## src/rtl/riscv_pipe_pkg.sv

```systemverilog
// Shared pipeline definitions: operand-mux select encodings, register-index width,
// default control-bundle width and the RAW-match helper.
package riscv_pipe_pkg;

  localparam int unsigned REGW      = 5;
  localparam int unsigned CTRLW_DEF = 8;

  localparam logic [1:0] FWD_REG = 2'd0;
  localparam logic [1:0] FWD_MEM = 2'd1;
  localparam logic [1:0] FWD_WB  = 2'd2;

  // A producer only counts if it is valid, writes, and does not target x0.
  function automatic logic raw_hit(input logic [REGW-1:0] src,
                                   input logic [REGW-1:0] rd,
                                   input logic            wr,
                                   input logic            vld);
    return wr && vld && (rd != '0) && (rd == src);
  endfunction

endpackage

```

## src/rtl/fwd_select.sv

```systemverilog
// Per-operand forwarding select: the EX-stage producer outranks the MEM-stage producer.
module fwd_select
  import riscv_pipe_pkg::*;
(
  input  logic [REGW-1:0] src_i,
  input  logic [REGW-1:0] ex_rd_i,
  input  logic            ex_write_i,
  input  logic            ex_valid_i,
  input  logic [REGW-1:0] mem_rd_i,
  input  logic            mem_write_i,
  input  logic            mem_valid_i,
  output logic [1:0]      sel_o,
  output logic            hit_o
);

  logic ex_hit;
  logic mem_hit;

  always_comb begin
    ex_hit  = raw_hit(src_i, ex_rd_i, ex_write_i, ex_valid_i);
    mem_hit = raw_hit(src_i, mem_rd_i, mem_write_i, mem_valid_i);
    sel_o   = FWD_REG;
    if (ex_hit) begin
      sel_o = FWD_MEM;
    end else if (mem_hit) begin
      sel_o = FWD_WB;
    end
    hit_o = ex_hit || mem_hit;
  end

endmodule

```

## src/rtl/idex_pipe_reg.sv

```systemverilog
// ID/EX pipeline register with registered forwarding selects and hazard stall.
// Build option IDEX_FORWARDING_EN: forwarding plus load-use stall; otherwise stall on any RAW.
module idex_pipe_reg
  import riscv_pipe_pkg::*;
#(
  parameter int unsigned WIDTH = 32,
  parameter int unsigned CTRLW = CTRLW_DEF
) (
  input  logic             clk,
  input  logic             rst_n,
  input  logic             in_valid,
  output logic             in_ready,
  input  logic [WIDTH-1:0] in_pc,
  input  logic [WIDTH-1:0] in_rs1_data,
  input  logic [WIDTH-1:0] in_rs2_data,
  input  logic [WIDTH-1:0] in_imm,
  input  logic [REGW-1:0]  in_rs1,
  input  logic [REGW-1:0]  in_rs2,
  input  logic [REGW-1:0]  in_rd,
  input  logic             in_reg_write,
  input  logic             in_mem_read,
  input  logic [CTRLW-1:0] in_ctrl,
  input  logic             flush,
  output logic             out_valid,
  input  logic             out_ready,
  output logic [WIDTH-1:0] out_pc,
  output logic [WIDTH-1:0] out_rs1_data,
  output logic [WIDTH-1:0] out_rs2_data,
  output logic [WIDTH-1:0] out_imm,
  output logic [REGW-1:0]  out_rd,
  output logic             out_reg_write,
  output logic             out_mem_read,
  output logic [CTRLW-1:0] out_ctrl,
  input  logic [REGW-1:0]  mem_rd,
  input  logic             mem_reg_write,
  output logic [1:0]       fwd_a_sel,
  output logic [1:0]       fwd_b_sel
);

`ifdef IDEX_FORWARDING_EN
  localparam bit FWD_ON = 1'b1;
`else
  localparam bit FWD_ON = 1'b0;
`endif

  logic             valid_q, valid_d;
  logic [WIDTH-1:0] pc_q, pc_d, rs1d_q, rs1d_d, rs2d_q, rs2d_d, imm_q, imm_d;
  logic [REGW-1:0]  rd_q, rd_d;
  logic             rw_q, rw_d, mr_q, mr_d;
  logic [CTRLW-1:0] ctrl_q, ctrl_d;
  logic [1:0]       fa_q, fa_d, fb_q, fb_d;

  logic [1:0] sel_a, sel_b;
  logic       hit_a, hit_b;
  logic       stall, load_use, capture;

  // The MEM stage carries no separate valid; its write flag is only set for real work.
  fwd_select u_fwd_a (
    .src_i      (in_rs1),
    .ex_rd_i    (rd_q),
    .ex_write_i (rw_q),
    .ex_valid_i (valid_q),
    .mem_rd_i   (mem_rd),
    .mem_write_i(mem_reg_write),
    .mem_valid_i(1'b1),
    .sel_o      (sel_a),
    .hit_o      (hit_a)
  );

  fwd_select u_fwd_b (
    .src_i      (in_rs2),
    .ex_rd_i    (rd_q),
    .ex_write_i (rw_q),
    .ex_valid_i (valid_q),
    .mem_rd_i   (mem_rd),
    .mem_write_i(mem_reg_write),
    .mem_valid_i(1'b1),
    .sel_o      (sel_b),
    .hit_o      (hit_b)
  );

  always_comb begin
    load_use = valid_q && mr_q && ((sel_a == FWD_MEM) || (sel_b == FWD_MEM));
    stall    = FWD_ON ? load_use : (hit_a || hit_b);
    in_ready = (!valid_q || out_ready) && !stall;
    capture  = in_valid && in_ready && !flush;

    valid_d = valid_q;
    pc_d    = pc_q;
    rs1d_d  = rs1d_q;
    rs2d_d  = rs2d_q;
    imm_d   = imm_q;
    rd_d    = rd_q;
    rw_d    = rw_q;
    mr_d    = mr_q;
    ctrl_d  = ctrl_q;
    fa_d    = fa_q;
    fb_d    = fb_q;

    // Flush only clears valid; payload is left untouched so squashed work never shows.
    if (flush) begin
      valid_d = 1'b0;
    end else if (valid_q && !out_ready) begin
      valid_d = 1'b1;
    end else if (capture) begin
      valid_d = 1'b1;
      pc_d    = in_pc;
      rs1d_d  = in_rs1_data;
      rs2d_d  = in_rs2_data;
      imm_d   = in_imm;
      rd_d    = in_rd;
      rw_d    = in_reg_write;
      mr_d    = in_mem_read;
      ctrl_d  = in_ctrl;
      fa_d    = FWD_ON ? sel_a : FWD_REG;
      fb_d    = FWD_ON ? sel_b : FWD_REG;
    end else begin
      valid_d = 1'b0;
    end
  end

  always_ff @(posedge clk or negedge rst_n) begin
    if (!rst_n) begin
      valid_q <= 1'b0;
      pc_q    <= '0;
      rs1d_q  <= '0;
      rs2d_q  <= '0;
      imm_q   <= '0;
      rd_q    <= '0;
      rw_q    <= 1'b0;
      mr_q    <= 1'b0;
      ctrl_q  <= '0;
      fa_q    <= FWD_REG;
      fb_q    <= FWD_REG;
    end else begin
      valid_q <= valid_d;
      pc_q    <= pc_d;
      rs1d_q  <= rs1d_d;
      rs2d_q  <= rs2d_d;
      imm_q   <= imm_d;
      rd_q    <= rd_d;
      rw_q    <= rw_d;
      mr_q    <= mr_d;
      ctrl_q  <= ctrl_d;
      fa_q    <= fa_d;
      fb_q    <= fb_d;
    end
  end

  assign out_valid     = valid_q;
  assign out_pc        = pc_q;
  assign out_rs1_data  = rs1d_q;
  assign out_rs2_data  = rs2d_q;
  assign out_imm       = imm_q;
  assign out_rd        = rd_q;
  assign out_reg_write = rw_q;
  assign out_mem_read  = mr_q;
  assign out_ctrl      = ctrl_q;
  assign fwd_a_sel     = fa_q;
  assign fwd_b_sel     = fb_q;

endmodule

```

## config.mk

```make
export PLATFORM = sky130hd
export DESIGN_NAME = idex_pipe_reg
export DESIGN_NICKNAME = d
export VERILOG_FILES = /design/src/rtl/riscv_pipe_pkg.sv /design/src/rtl/fwd_select.sv /design/src/rtl/idex_pipe_reg.sv
export SDC_FILE = /design/constraint.sdc
export NUM_CORES = 1
export LEC_CHECK = 0
export ABC_AREA = 1
export BUFFER_PORTS_ARGS = -buffer_cell sky130_fd_sc_hd__buf_2
export CORE_MARGIN = 8
export CORE_UTILIZATION = 46
export CTS_CLUSTER_DIAMETER = 120
export DETAILED_ROUTE_END_ITERATION = 8
export GPL_ROUTABILITY_DRIVEN = 0
export PLACE_DENSITY_LB_ADDON = 0.1
export SETUP_SLACK_MARGIN = 0.05
export SYNTH_ARGS = -nofsm -noshare
export SYNTH_HDL_FRONTEND = slang
export SYNTH_SLANG_ARGS = --single-unit
```

## constraint.sdc

```tcl
create_clock -name clk -period 1.7 [get_ports clk]
set_clock_uncertainty 0.05 [all_clocks]
set_input_delay 0.17 -clock clk [delete_from_list [all_inputs] [get_ports clk]]
set_output_delay 0.17 -clock clk [all_outputs]
set_load 0.02 [all_outputs]
```

## After elaboration in Yosys (flattened, before gate mapping)

Cells that the tools add are included.

| operators by class | value |
|---|---|
| eq/ne operators | 4 |
| mux-type cells | 3 |
| bitwise gates (word level) | 2 |
| reductions and logical operators | 22 |

Operators with widths:

| operator | count |
|---|---|
| 5-bit == test | 4 |
| 1-bit logical AND | 11 |
| 5-bit nonzero test | 2 |
| 1-bit zero test | 4 |
| 1-bit logical OR | 4 |
| 1-bit two-way mux | 3 |
| 3-bit AND reduction | 1 |
| 1-bit inverter | 2 |

| storage, ports and cells | value |
|---|---|
| bits in registers | 144 |
| input bits | 164 |
| output and inout port bits | 149 |
| logic and storage cells | 40 |

## Longest topological paths before layout

Gate-level depths: netlist of the first run.

| logic depth | value |
|---|---|
| depth after elaboration | 12 |
| depth in mapped cells | 13 |
| depth with buffers taken out | 11 |

## Hierarchy

From an unflattened synthesis of the first run, not the netlist that was laid out.

| unflattened totals | value |
|---|---|
| cells, all modules | 780 |
| area, all modules | 6510.0 µm² |

By module, submodules not included:

| module | times used | cells each | area each (µm²) | seq. area each (µm²) |
|---|---|---|---|---|
| idex_pipe_reg | 1 | 648 | 5929.4 | 3603.5 |
| fwd_select | 2 | 66 | 290.3 | 0.0 |

## Worst setup path after synthesis of the first run

OpenSTA, ideal clock, no wires.

| path | value |
|---|---|
| kind | flip-flop to output port |
| start point | register rd_q[0] (netlist: out_rd[0]) |
| end point | output in_ready |
| arrival time | 1.559 ns |
| required time | 1.480 ns |
| slack | -0.079 ns |
| cell stages (with the launch flop) | 9 |
| path buffers | 1 |
| path through | dfrtp_1 > buf_2 > nor2_1 > nand3_1 > nand2_1 > inv_2 > nand3_1 > nand2_1 > nor3b_1 |

| between the ends | value |
|---|---|
| word-level cells in the longest chain between the ends | 7 |
| elaborated cells on any way between the ends | 11 |
| classes of those cells | eq/ne (2); reduce/logical (9) |

RTL lines:

| what | line | source |
|---|---|---|
| from (decl) | idex_pipe_reg.sv:48 | `logic [REGW-1:0] rd_q, rd_d;` |
| from (signal assigned) | idex_pipe_reg.sv:141 | `rd_q <= rd_d;` |
| 5-bit nonzero test | riscv_pipe_pkg.sv:17 | `return wr && vld && (rd != '0) && (rd == src);` |
| 1-bit logical AND (2 in a row) | riscv_pipe_pkg.sv:17 |  |
| 1-bit logical OR | fwd_select.sv:28 | `hit_o = ex_hit \|\| mem_hit;` |
| 1-bit logical OR * | idex_pipe_reg.sv:84 | `stall = FWD_ON ? load_use : (hit_a \|\| hit_b);` |
| 1-bit zero test * | idex_pipe_reg.sv:85 | `in_ready = (!valid_q \|\| out_ready) && !stall;` |
| 1-bit logical AND * | idex_pipe_reg.sv:85 |  |
| to (decl) | idex_pipe_reg.sv:12 | `output logic in_ready,` |

Every way passes the cells marked *; elsewhere a longest branch is shown, timed or not.

## Worst setup path in the final report of the first run

| path | value |
|---|---|
| start point | register rd_q[4] (netlist: out_rd[4]) |
| end point | register rs1d_q[4] (netlist: out_rs1_data[4]) |

| between the ends | value |
|---|---|
| word-level cells in the longest chain between the ends | 10 |
| elaborated cells on any way between the ends | 14 |
| classes of those cells | eq/ne (2); reduce/logical (12) |

RTL lines:

| what | line | source |
|---|---|---|
| 5-bit nonzero test | riscv_pipe_pkg.sv:17 |  |
| 1-bit logical AND (2 in a row) | riscv_pipe_pkg.sv:17 |  |
| 1-bit logical OR | fwd_select.sv:28 |  |
| 1-bit logical OR * | idex_pipe_reg.sv:84 |  |
| 1-bit zero test * | idex_pipe_reg.sv:85 |  |
| 1-bit logical AND * | idex_pipe_reg.sv:85 |  |
| 1-bit logical AND * (2 in a row) | idex_pipe_reg.sv:86 | `capture = in_valid && in_ready && !flush;` |
| 3-bit AND reduction (no line) * | -- |  |
| to (signal assigned) | idex_pipe_reg.sv:138 | `rs1d_q <= rs1d_d;` |
| to (decl) | idex_pipe_reg.sv:47 | `logic [WIDTH-1:0] pc_q, pc_d, rs1d_q, rs1d_d, rs2d_q, rs2d_d, imm_q, imm_d;` |

Marks and branches as above.
A chain may end at the register's enable or synchronous reset.

==> results of run 1 <==
==> cells in the mapped netlist (all sizes together) <==
cell type	instances
xnor2	7
clkbuf	21
nor2	16
nor3b	1
nor2b	1
o21ai	1
inv	22
conb	1
nand2	328
nand3	6
nand4	144
dfrtp	144
a21oi	1
xor2	4
nand3b	2
buf	44
==> cell type report <==
cell class / instances / area [um^2] / area share, %
diodes: 3 / 7.51 / 0.0670
inverters: 22 / 82.6 / 0.737
well taps: 180 / 225 / 2.01
multi-input cells: 516 / 2540 / 22.7
repair buffers: 523 / 4060 / 36.2
clock inverters: 11 / 199 / 1.78
flip-flops and latches: 144 / 3610 / 32.2
clock buffers: 21 / 480 / 4.29
==> how the worst max path moves through the flow <==
stage	startpoint	end	slack (ns)	depth (start not counted)
2_1_floorplan	out_rd[0]	out_rs1_data[22]	0.04	12
3_3_place_gp	out_rd[1]	out_rs2_data[28]	-0.01	10
3_5_place_dp	out_rd[0]	out_rs2_data[28]	-0.04	10
4_1_cts	out_rd[0]	in_ready	-0.25	8
5_1_grt	out_rd[0]	out_rs1_data[4]	-0.35	15
6_report	out_rd[4]	out_rs1_data[4]	-0.25	12
==> state kept, by name, summed over array words and instances, names as in the netlist <==
register and flops:
out_reg_write 1, out_imm 32, out_mem_read 1, out_rs2_data 32, out_valid 1, out_ctrl 8
out_rd 5, out_rs1_data 32, out_pc 32
==> timing repair <==
item | in CTS | in global routing
buffers inserted | 12 | 9
resized for setup | 26 | 26
cloned | 10 | 4
hold buffers | 145 | 0
pin swaps | 10 | 46
endpoints found under the hold margin | 288 | 0
endpoints found under the setup margin | 142 | 145
==> power by group <==
group,switching [W],internal (W)
combinational,0.00209,0.00143
clock,0.00150,0.00278
sequential,0.000383,0.00401
==> routing by layer <==
| metal | GRT usage, % | wire length [um] | up-vias |
|---|---|---|---|
| met4 | 16.3 | 1270 | 0 |
| met1 | 33.8 | 10100 | 3598 |
| met3 | 8.23 | 2570 | 84 |
| li1 | - | - | 3453 |
| met5 | 0 | 0 | - |
| met2 | 48.8 | 14000 | 507 |
==> per-stage QoR <==
| step | instance area, um^2 | total power, W | setup TNS (ns) |
|---|---|---|---|
| floorplan | 6490 | 0.00597 | 0 |
| global placement | 8330 | 0.00722 | -0.0128 |
| detailed placement | 8330 | 0.00726 | -0.713 |
| CTS | 10900 | 0.0120 | -20.13 |
| global route | 11200 | 0.0127 | -35.83 |
| finish | 11200 | 0.0122 | -18.51 |
==> worst reg2reg max path: cells and delay by family, from the launching register on <==
kind	cells	cell delay, ns
XOR/XNOR	1	0.17
buffers and inverters	5	0.60
flip-flops	1	0.46
AND/OR/NAND/NOR	6	0.56
==> cells by family after synthesis <==
| family | Yosys count |
|---|---|
| other cells | 1 |
| simple gates | 498 |
| buf+inv | 87 |
| compound gates | 2 |
| flops | 144 |
| xor+xnor | 11 |
==> out/results.txt, run 1 <==
Initial Utilization -> 46.8%
Placement Setup Slack -> -0.0417 ns
Port Buffers -> 308
DP Cell Count -> 1206
Die H -> 134 um
Final Util -> 81.3%
Max stage delay cell, worst path -> dfrtp_2
Synth Area in Simple Gates -> 35.3%
standard-cell row count -> 43
r2r worst-path depth -> 12
first-pass detailed-route iteration total -> 5
die extent in x -> 134 um
Req. time, crit path -> 1.95 ns
Post-Syn Area per Cell -> 8.67 um^2
Peak VDD IR -> 0.000641 V
CTS tree -> yes
RSZ-0062 raised after global routing -> yes
post-synthesis sequential element count -> 144
fmax -> 0.513 GHz
Power Density -> 1090 mW/mm^2
mux cell area share after synthesis -> 0%
WL/cell -> 19.6 um
R2R Path Start -> out_rd[4]
synthesis warning total -> 0
buffer and inverter count on the worst path -> 5
Hold Fails Final Rpt -> 0
All-Layer GR Usage -> 29.5%
first-pass GRT wire length -> 42000 um
largest net degree at the start of global routing -> 100
DP HPWL -> 15800 um
Layout Area Growth over Synthesis -> 73.8%
Mapped Cells -> 743
WHS Path Cells -> 4
share of the synthesized area in the top cell type -> 55.9%
Max Cap Viol -> 0
Critical Path, Cell by Cell -> xnor2_2 -> nor2b_4 -> nand3_2 -> nand2_4 -> buf_6 -> nor2_4 -> buf_6 -> buf_12 -> buf_12 -> buf_16 -> nand4_1 -> nand2_1
Avg Vias per Cell -> 5.38
Pleak -> 6.14 nW
CTS Sinks -> 144
largest family of logic cells by synthesized area -> simple AND/OR/NAND/NOR gates
synthesized area -> 0.00644 mm^2
Critical Path Sink Type -> flop
TritonCTS Buffers -> 17
initial antenna violation count -> 2
sequential area share after synthesis -> 55.9%
CTS Buffer Depth -> 2
WS Path Type -> flop to flop
Worst-Skew Late Latency -> 0.41 ns
vias in the first global route -> 7782
hold endpoint -> out_valid
final setup fails -> 145
most frequent cells in the layout -> nand2_1 (321), buf_2 (306), dlygate4sd3_1 (145), nand4_1 (143), dfrtp_1 (140)
layout cells sized above 1 -> 35.9%
Congestion Overflow GR -> 0
failing checks -> negative setup slack
FF-to-FF setup slack -> -0.25 ns
fill count -> 824
clock root buffer -> clkbuf_16
Crit path arrival time -> 2.20 ns
Die Area -> 0.0181 mm^2
Crit Path Max Fanout -> 4
top cells by area, synth -> dfrtp_1 (56%), nand2_1 (19%), nand4_1 (14%), buf_2 (1.9%), buf_6 (1.4%)
Hold Slack -> 0.0338 ns
post-synthesis compound-gate area fraction -> 0.155%
DRC Markers -> 0
status -> complete, but fails checks
worst setup margin -> -0.251 ns
Hold Path Class -> input pin to flop
Nets -> 1388
Synth cell types -> 23
commonest non-fill, non-tap cell in the layout -> nand2_1
largest area contributor in the netlist -> dfrtp_1
H-tree depth -> 4
minimum clock period -> 1.95 ns
WL final -> 27900 um
antenna-violating nets left -> 0
RR Endpoint -> out_rs1_data[4]
adder-cell area share of the yosys netlist -> 0%
pins over their slew limit -> 0
Tcrit/Tclk final -> 115%
startpoint types -> flop
XOR/XNOR share of the synthesized area -> 1.49%
Clk pin slew, worst setup/hold paths -> 0.06 ns
# IOs -> 313
CP top delay family -> buffers and inverters
Non-Filler Instances -> 1420
critical hold path startpoint -> out_ready
DRT iter0 DRCs -> 585
CORE AREA -> 0.0138 mm^2
critical path's largest stage delay -> 0.46 ns
vias -> 7642
Power figures use the tool's default switching activity.
==> run 2: changes to the inputs <==
--- a/config.mk
+++ b/config.mk
@@ -10,3 +10,4 @@
 export CORE_MARGIN = 8
-export CORE_UTILIZATION = 46
+export CORE_UTILIZATION = 48
+export CTS_BUF_LIST = sky130_fd_sc_hd__clkbuf_2
 export CTS_CLUSTER_DIAMETER = 120
==> constraint.sdc (replaced) <==
create_clock -name clk -period 1.7 [get_ports clk]
set_clock_uncertainty 0.05 [all_clocks]
set_input_delay 0.51 -clock clk [delete_from_list [all_inputs] [get_ports clk]]
set_output_delay 0.51 -clock clk [all_outputs]
set_load 0.02 [all_outputs]
==> run 2 against run 1 <==
Effect of this change: the flow now stops in global routing; synthesized cell count did not move; synthesized area is the same.
==> out/results.txt, run 2 <==
synthesis warning total -> 0
CTS Sinks -> 144
die extent in x -> 132 um
Synth Area in Simple Gates -> 35.3%
TritonCTS Buffers -> 17
clock root buffer -> clkbuf_2
largest family of logic cells by synthesized area -> simple AND/OR/NAND/NOR gates
H-tree depth -> 4
fraction of registers with async set/reset -> 100%
share of the synthesized area in the top cell type -> 55.9%
DP HPWL -> 16500 um
Port Buffers -> 308
CTS Buffer Depth -> 2
grt repair worst endpoint -> in_ready
DP Cell Count -> 1228
number of synthesized flops with an enable pin -> 0
synth cell count leaders -> nand2_1 (327), dfrtp_1 (144), nand4_1 (143), buf_2 (25), clkbuf_1 (21)
Top FF cell, synth -> dfrtp_1
sequential area share after synthesis -> 55.9%
Mapped Cells -> 743
standard-cell row count -> 42
Post-Syn Area per Cell -> 8.67 um^2
synthesized area -> 0.00644 mm^2
most numerous cell in the Yosys netlist -> nand2_1
largest area contributor in the netlist -> dfrtp_1
Initial Utilization -> 48.9%
Die H -> 132 um
mux cell area share after synthesis -> 0%
adder-cell area share of the yosys netlist -> 0%
Placement Setup Slack -> -0.375 ns
post-synthesis sequential element count -> 144
Run Error -> [ERROR DPL-0038] Utilization greater than 100%, impossible to legalize
# IOs -> 313
largest net degree at the start of global routing -> 84
XOR/XNOR share of the synthesized area -> 1.49%
post-synthesis compound-gate area fraction -> 0.155%
top cells by area, synth -> dfrtp_1 (56%), nand2_1 (19%), nand4_1 (14%), buf_2 (1.9%), buf_6 (1.4%)
Worst End Pin Type -> primary output
Synth cell types -> 23
status -> did not finish
last stage reached -> global routing
-- run 2: cell counts after synthesis --
Identical to the previous run, type by type.
-- run 2: what timing repair did --
item                                    in CTS
endpoints found under the setup margin     288
hold buffers                               145
gates cloned                                10
buffers inserted                            40
hold endpoints to repair                   288
resized for setup                          322
pin swaps                                   11
-- run 2: cells by family after synthesis --
group,count (synthesis)
AND/OR/NAND/NOR,498
flip-flops,144
buffers and inverters,87
XOR/XNOR,11
AO/OA/AOI/OAI,2
other,1
-- run 2: through the flow --
stage / hold WS, ns / util (%) / TNS (ns) / instance area (um^2)
after detailed placement: 0.402 / 65.7 / -40.14 / 8660
after CTS: 0.0689 / 90.5 / -65.02 / 11900
after floorplan: 0.164 / - / -0.162 / 6570
after global placement: 0.399 / 65.7 / -37.10 / 8660
==> run 3: changes to the inputs <==
Settings changed: CORE_UTILIZATION 48 to 40, CTS_BUF_LIST sky130_fd_sc_hd__clkbuf_2 to not set, CTS_CLUSTER_DIAMETER 120 to not set, PLACE_DENSITY_LB_ADDON 0.1 to 0.15, SETUP_SLACK_MARGIN 0.05 to not set.
==> run 3 against run 2 <==
Effect of this change: the flow now finishes, with violations (negative setup slack).
==> out/results.txt, run 3 (synthesis gave the netlist of run 1 again) <==
Non-Filler Instances -> 1327
Layout Area Growth over Synthesis -> 55.6%
CTS Buffer Depth -> 2
Crit Path Max Fanout -> 6
Design Power -> 0.0117 W
WS Path Type -> flop to output port
commonest non-fill, non-tap cell in the layout -> nand2_1
Hold Path Class -> input pin to flop
minimum clock period -> 2.26 ns
Pleak -> 5.65 nW
failing checks -> negative setup slack
RSZ-0062 raised after global routing -> yes
Nets -> 1262
DP HPWL -> 16100 um
critical hold path startpoint -> in_imm[5]
initial antenna violation count -> 2
R2R Path Start -> out_rd[0]
clock root buffer -> clkbuf_16
worst setup margin -> -0.561 ns
Max Cap Viol -> 0
CORE AREA -> 0.0158 mm^2
Congestion Overflow GR -> 0
# IOs -> 313
Tcrit/Tclk final -> 133%
Final Util -> 63.4%
Worst-Skew Late Latency -> 0.41 ns
Placement Setup Slack -> -0.411 ns
CP endpoint -> in_ready
final setup fails -> 146
Initial Utilization -> 40.7%
vias in the first global route -> 6948
Die Area -> 0.0204 mm^2
Placed Area -> 0.00845 mm^2
CTS tree -> yes
vias -> 6768
first-pass detailed-route iteration total -> 5
Critical Path Sink Type -> output port
All-Layer GR Usage -> 24.7%
DRT iter0 DRCs -> 368
WL/cell -> 19.1 um
Die H -> 143 um
Port Buffers -> 308
Power Density -> 1170 mW/mm^2
fmax -> 0.442 GHz
layout cells sized above 1 -> 41.3%
status -> complete, but fails checks
Clk pin slew, worst setup/hold paths -> 0.06 ns
CP startpoint -> out_rd[0]
DP Cell Count -> 1251
startpoint types -> flop
largest net degree at the start of global routing -> 44
DRC Markers -> 0
H-tree depth -> 4
first-pass GRT wire length -> 38700 um
final instance area -> 0.0100 mm^2
die extent in x -> 143 um
Hold Fails Final Rpt -> 0
WL final -> 25400 um
Peak VDD IR -> 0.000678 V
most frequent cells in the layout -> nand2_1 (324), buf_2 (301), nand4_1 (143), dfrtp_1 (140), buf_4 (35)
pins over their slew limit -> 0
CTS Sinks -> 144
Avg Vias per Cell -> 5.10
standard-cell row count -> 46
antenna-violating nets left -> 0
RR Endpoint -> out_rs1_data[23]
FF-to-FF setup slack -> -0.50 ns
Req. time, crit path -> 1.14 ns
TritonCTS Buffers -> 17
Crit path arrival time -> 1.70 ns
r2r worst-path depth -> 15
==> run 3: final cells by class <==
type | count | area (um^2)
Tap cell | 216 | 270
Multi-Input combinational cell | 515 | 2510
Clock inverter | 13 | 200
Sequential cell | 144 | 3610
Inverter | 22 | 82.6
Antenna cell | 1 | 2.50
Clock buffer | 18 | 439
Fill cell | 1360 | 5800
Timing Repair Buffer | 398 | 2920
==> run 3: what timing repair did <==
item / in CTS / in global routing
gates cloned: 22 / 0
endpoints found under the hold margin: 29 / 0
setup buffers: 32 / 6
pin swaps: 77 / 80
hold buffers: 1 / 0
endpoints found under the setup margin: 148 / 149
gates resized for setup: 52 / 27
==> run 3: critical path, stage by stage (launching register included) <==
cell and delay, ns:
dfrtp_2 0.46, nor2_1 0.12, nand3_1 0.09, nand2_1 0.08
inv_2 0.06, nand3_2 0.07, nand2_4 0.06, nor3b_4 0.20
buf_6 0.15
==> run 3: per-stage QoR <==
| step | TNS [ns] | hold slack [ns] |
|---|---|---|
| after floorplan | -0.162 | 0.164 |
| after global placement | -43.46 | 0.399 |
| after detailed placement | -43.71 | 0.403 |
| after CTS | -49.45 | 0.264 |
| after global routing | -63.73 | 0.260 |
| final | -51.06 | 0.277 |
==> run 3: worst min path at each step <==
stage	end	cells after the start	slack (ns)
2_1_floorplan	out_ctrl[0]	0	0.16
3_3_place_gp	out_ctrl[2]	1	0.40
3_5_place_dp	out_pc[18]	1	0.40
4_1_cts	out_imm[8]	3	0.26
5_1_grt	out_rs1_data[12]	3	0.26
6_report	out_imm[5]	3	0.28
==> run 3: per-layer routing <==
layer	wire (um)	part of all wire, %	up-vias	track usage, %
met5	13	0.051	-	0
met4	510	2.0	2	8.56
met3	2140	8.4	38	7.18
met2	12400	49	296	40.6
met1	10300	40	3234	30.4
li1	-	-	3198	-
==> run 3: power by group <==
part / leakage [nW] / switching (W) / internal [W]
registers: 1.78 / 0.000337 / 0.00401
clock network: 0.310 / 0.00154 / 0.00252
logic: 3.56 / 0.00202 / 0.00132
total: 5.65 / 0.00389 / 0.00786
==> run 4: changes to the inputs <==
Settings changed: CTS_BUF_LIST set to sky130_fd_sc_hd__clkbuf_8.
==> run 4 against run 3 <==
Effect of this change: the run still ends with negative setup slack left; wire length is 2.3% higher; via count grew 1.8%; non-clock buffer count rose by 19; register-to-register slack got worse by 0.03 ns; final cell count is 1.4% higher; critical path depth decreased by 2; worst hold slack worse by 0.029 ns; first-iteration DRC count decreased by 7.9%.
==> out/results.txt, run 4 (synthesis gave the netlist of run 1 again) <==
r2r worst-path depth -> 16
standard-cell row count -> 46
Placement Setup Slack -> -0.411 ns
first-pass GRT wire length -> 39200 um
Die Area -> 0.0204 mm^2
WP depth -> 6
Tcrit/Tclk final -> 133%
Crit path arrival time -> 1.71 ns
Initial Utilization -> 40.7%
DRC Markers -> 0
Power Density -> 1070 mW/mm^2
CORE AREA -> 0.0158 mm^2
All-Layer GR Usage -> 25.1%
RSZ-0062 raised after global routing -> yes
first-pass detailed-route iteration total -> 5
worst setup margin -> -0.566 ns
# IOs -> 313
DR WL met3 -> 2110 um
die extent in x -> 143 um
largest net degree at the start of global routing -> 37
antenna-violating nets left -> 0
wl on met1 -> 10200 um
DRT iter0 DRCs -> 339
clock root buffer -> clkbuf_8
CTS Buffer Depth -> 2
CP startpoint -> out_rd[3]
Hold Fails Final Rpt -> 0
fill count -> 1342
layout cells sized above 1 -> 41.9%
Max Cap Viol -> 0
CTS tree -> yes
Req. time, crit path -> 1.14 ns
initial antenna violation count -> 2
Worst-Skew Late Latency -> 0.44 ns
Critical Path, Cell by Cell -> xor2_2 -> nor2_2 -> nand3_2 -> nand2_4 -> nor3b_4 -> buf_6
startpoint types -> flop
Max stage delay cell, worst path -> dfrtp_2
TritonCTS Buffers -> 17
H-tree depth -> 4
Clk pin slew, worst setup/hold paths -> 0.09 ns
R2R Path Start -> out_rd[0]
CP top delay family -> flip-flops
CP endpoint -> in_ready
Hold Path Class -> input pin to flop
most frequent cells in the layout -> nand2_1 (325), buf_2 (300), nand4_1 (143), dfrtp_1 (140), buf_4 (40)
Die H -> 143 um
RR Endpoint -> out_rs2_data[20]
WS Path Type -> flop to output port
Nets -> 1281
failing checks -> negative setup slack
WL final -> 26000 um
Critical Path Sink Type -> output port
commonest non-fill, non-tap cell in the layout -> nand2_1
status -> complete, but fails checks
Congestion Overflow GR -> 0
DP HPWL -> 16100 um
critical path's largest stage delay -> 0.46 ns
final setup fails -> 148
Layout Area Growth over Synthesis -> 59.4%
minimum clock period -> 2.27 ns
CTS Sinks -> 144
Port Buffers -> 308
Avg Vias per Cell -> 5.12
vias in the first global route -> 7064
routed length on met2 -> 12900 um
setup TNS -> -58.46 ns
Max Used Layer -> met5
pins over their slew limit -> 0
WL/cell -> 19.3 um
vias -> 6890
buffer and inverter count on the worst path -> 1
Pleak -> 5.79 nW
Peak VDD IR -> 0.000546 V
FF-to-FF setup slack -> -0.53 ns
Crit Path Max Fanout -> 5
fmax -> 0.441 GHz
-- run 4: cell types whose count changed in the layout (fill, tap and decap cells not counted), moves of 2 or more --
cell       before  now
buf_16         12   26
buf_4          35   40
nor2_1          8   10
clkbuf_8        1   18
clkbuf_16      17    1
-- run 4: how the worst min path moves through the flow --
| stage | from | to | cells past startpoint |
|---|---|---|---|
| after floorplan | rst_n | out_ctrl[0] | 0 |
| after global placement | rst_n | out_ctrl[2] | 1 |
| after detailed placement | rst_n | out_pc[18] | 1 |
| after CTS | in_imm[12] | out_imm[12] | 3 |
| after global routing | in_rs1_data[12] | out_rs1_data[12] | 3 |
| final | in_imm[12] | out_imm[12] | 3 |
-- run 4: routing by layer --
| metal | global-route usage, % | vias to the layer above |
|---|---|---|
| met1 | 30.2 | 3278 |
| met3 | 6.74 | 54 |
| met2 | 41.6 | 321 |
| met5 | 0 | - |
| li1 | - | 3235 |
| met4 | 10.0 | 2 |
-- run 4: worst min-delay path, stage by stage --
cell     delay, ns
buf_2         0.07
nand4_1       0.07
nand2_1       0.06
-- run 4: layout make-up --
cell class	count	area, um^2	area share, %
inverter	22	82.6	0.804
tap	216	270	2.63
timing repair buffer	417	3380	32.9
multi-input combinational	515	2480	24.1
antenna	1	2.50	0.0244
clock buffer	18	248	2.41
sequential	144	3610	35.1
clock inverter	13	200	1.95
-- run 4: report_power, final --
group	switching (W)	internal, W
Sequential	0.000336	0.00400
Clock	0.00142	0.00167
Combinational	0.00205	0.00148
-- run 4: metrics by stage --
step	std cells	total power (W)	hold slack (ns)	area, um^2	utilization [%]
after floorplan	746	0.00596	0.164	6520	-
after global placement	1251	0.00721	0.399	8450	53.4
after detailed placement	1251	0.00723	0.403	8450	53.4
after CTS	1342	0.0110	0.210	10200	64.6
after global routing	1346	0.0115	0.221	10300	64.9
final	1346	0.0110	0.248	10300	64.9
-- run 4: repair_timing --
| item | CTS | global route |
|---|---|---|
| gates resized for setup | 68 | 8 |
| cloned | 25 | 0 |
| hold buffers | 1 | 0 |
| endpoints found under the hold margin | 29 | 0 |
| setup buffers | 35 | 3 |
| setup endpoints to repair | 150 | 149 |
| pin swaps | 112 | 4 |
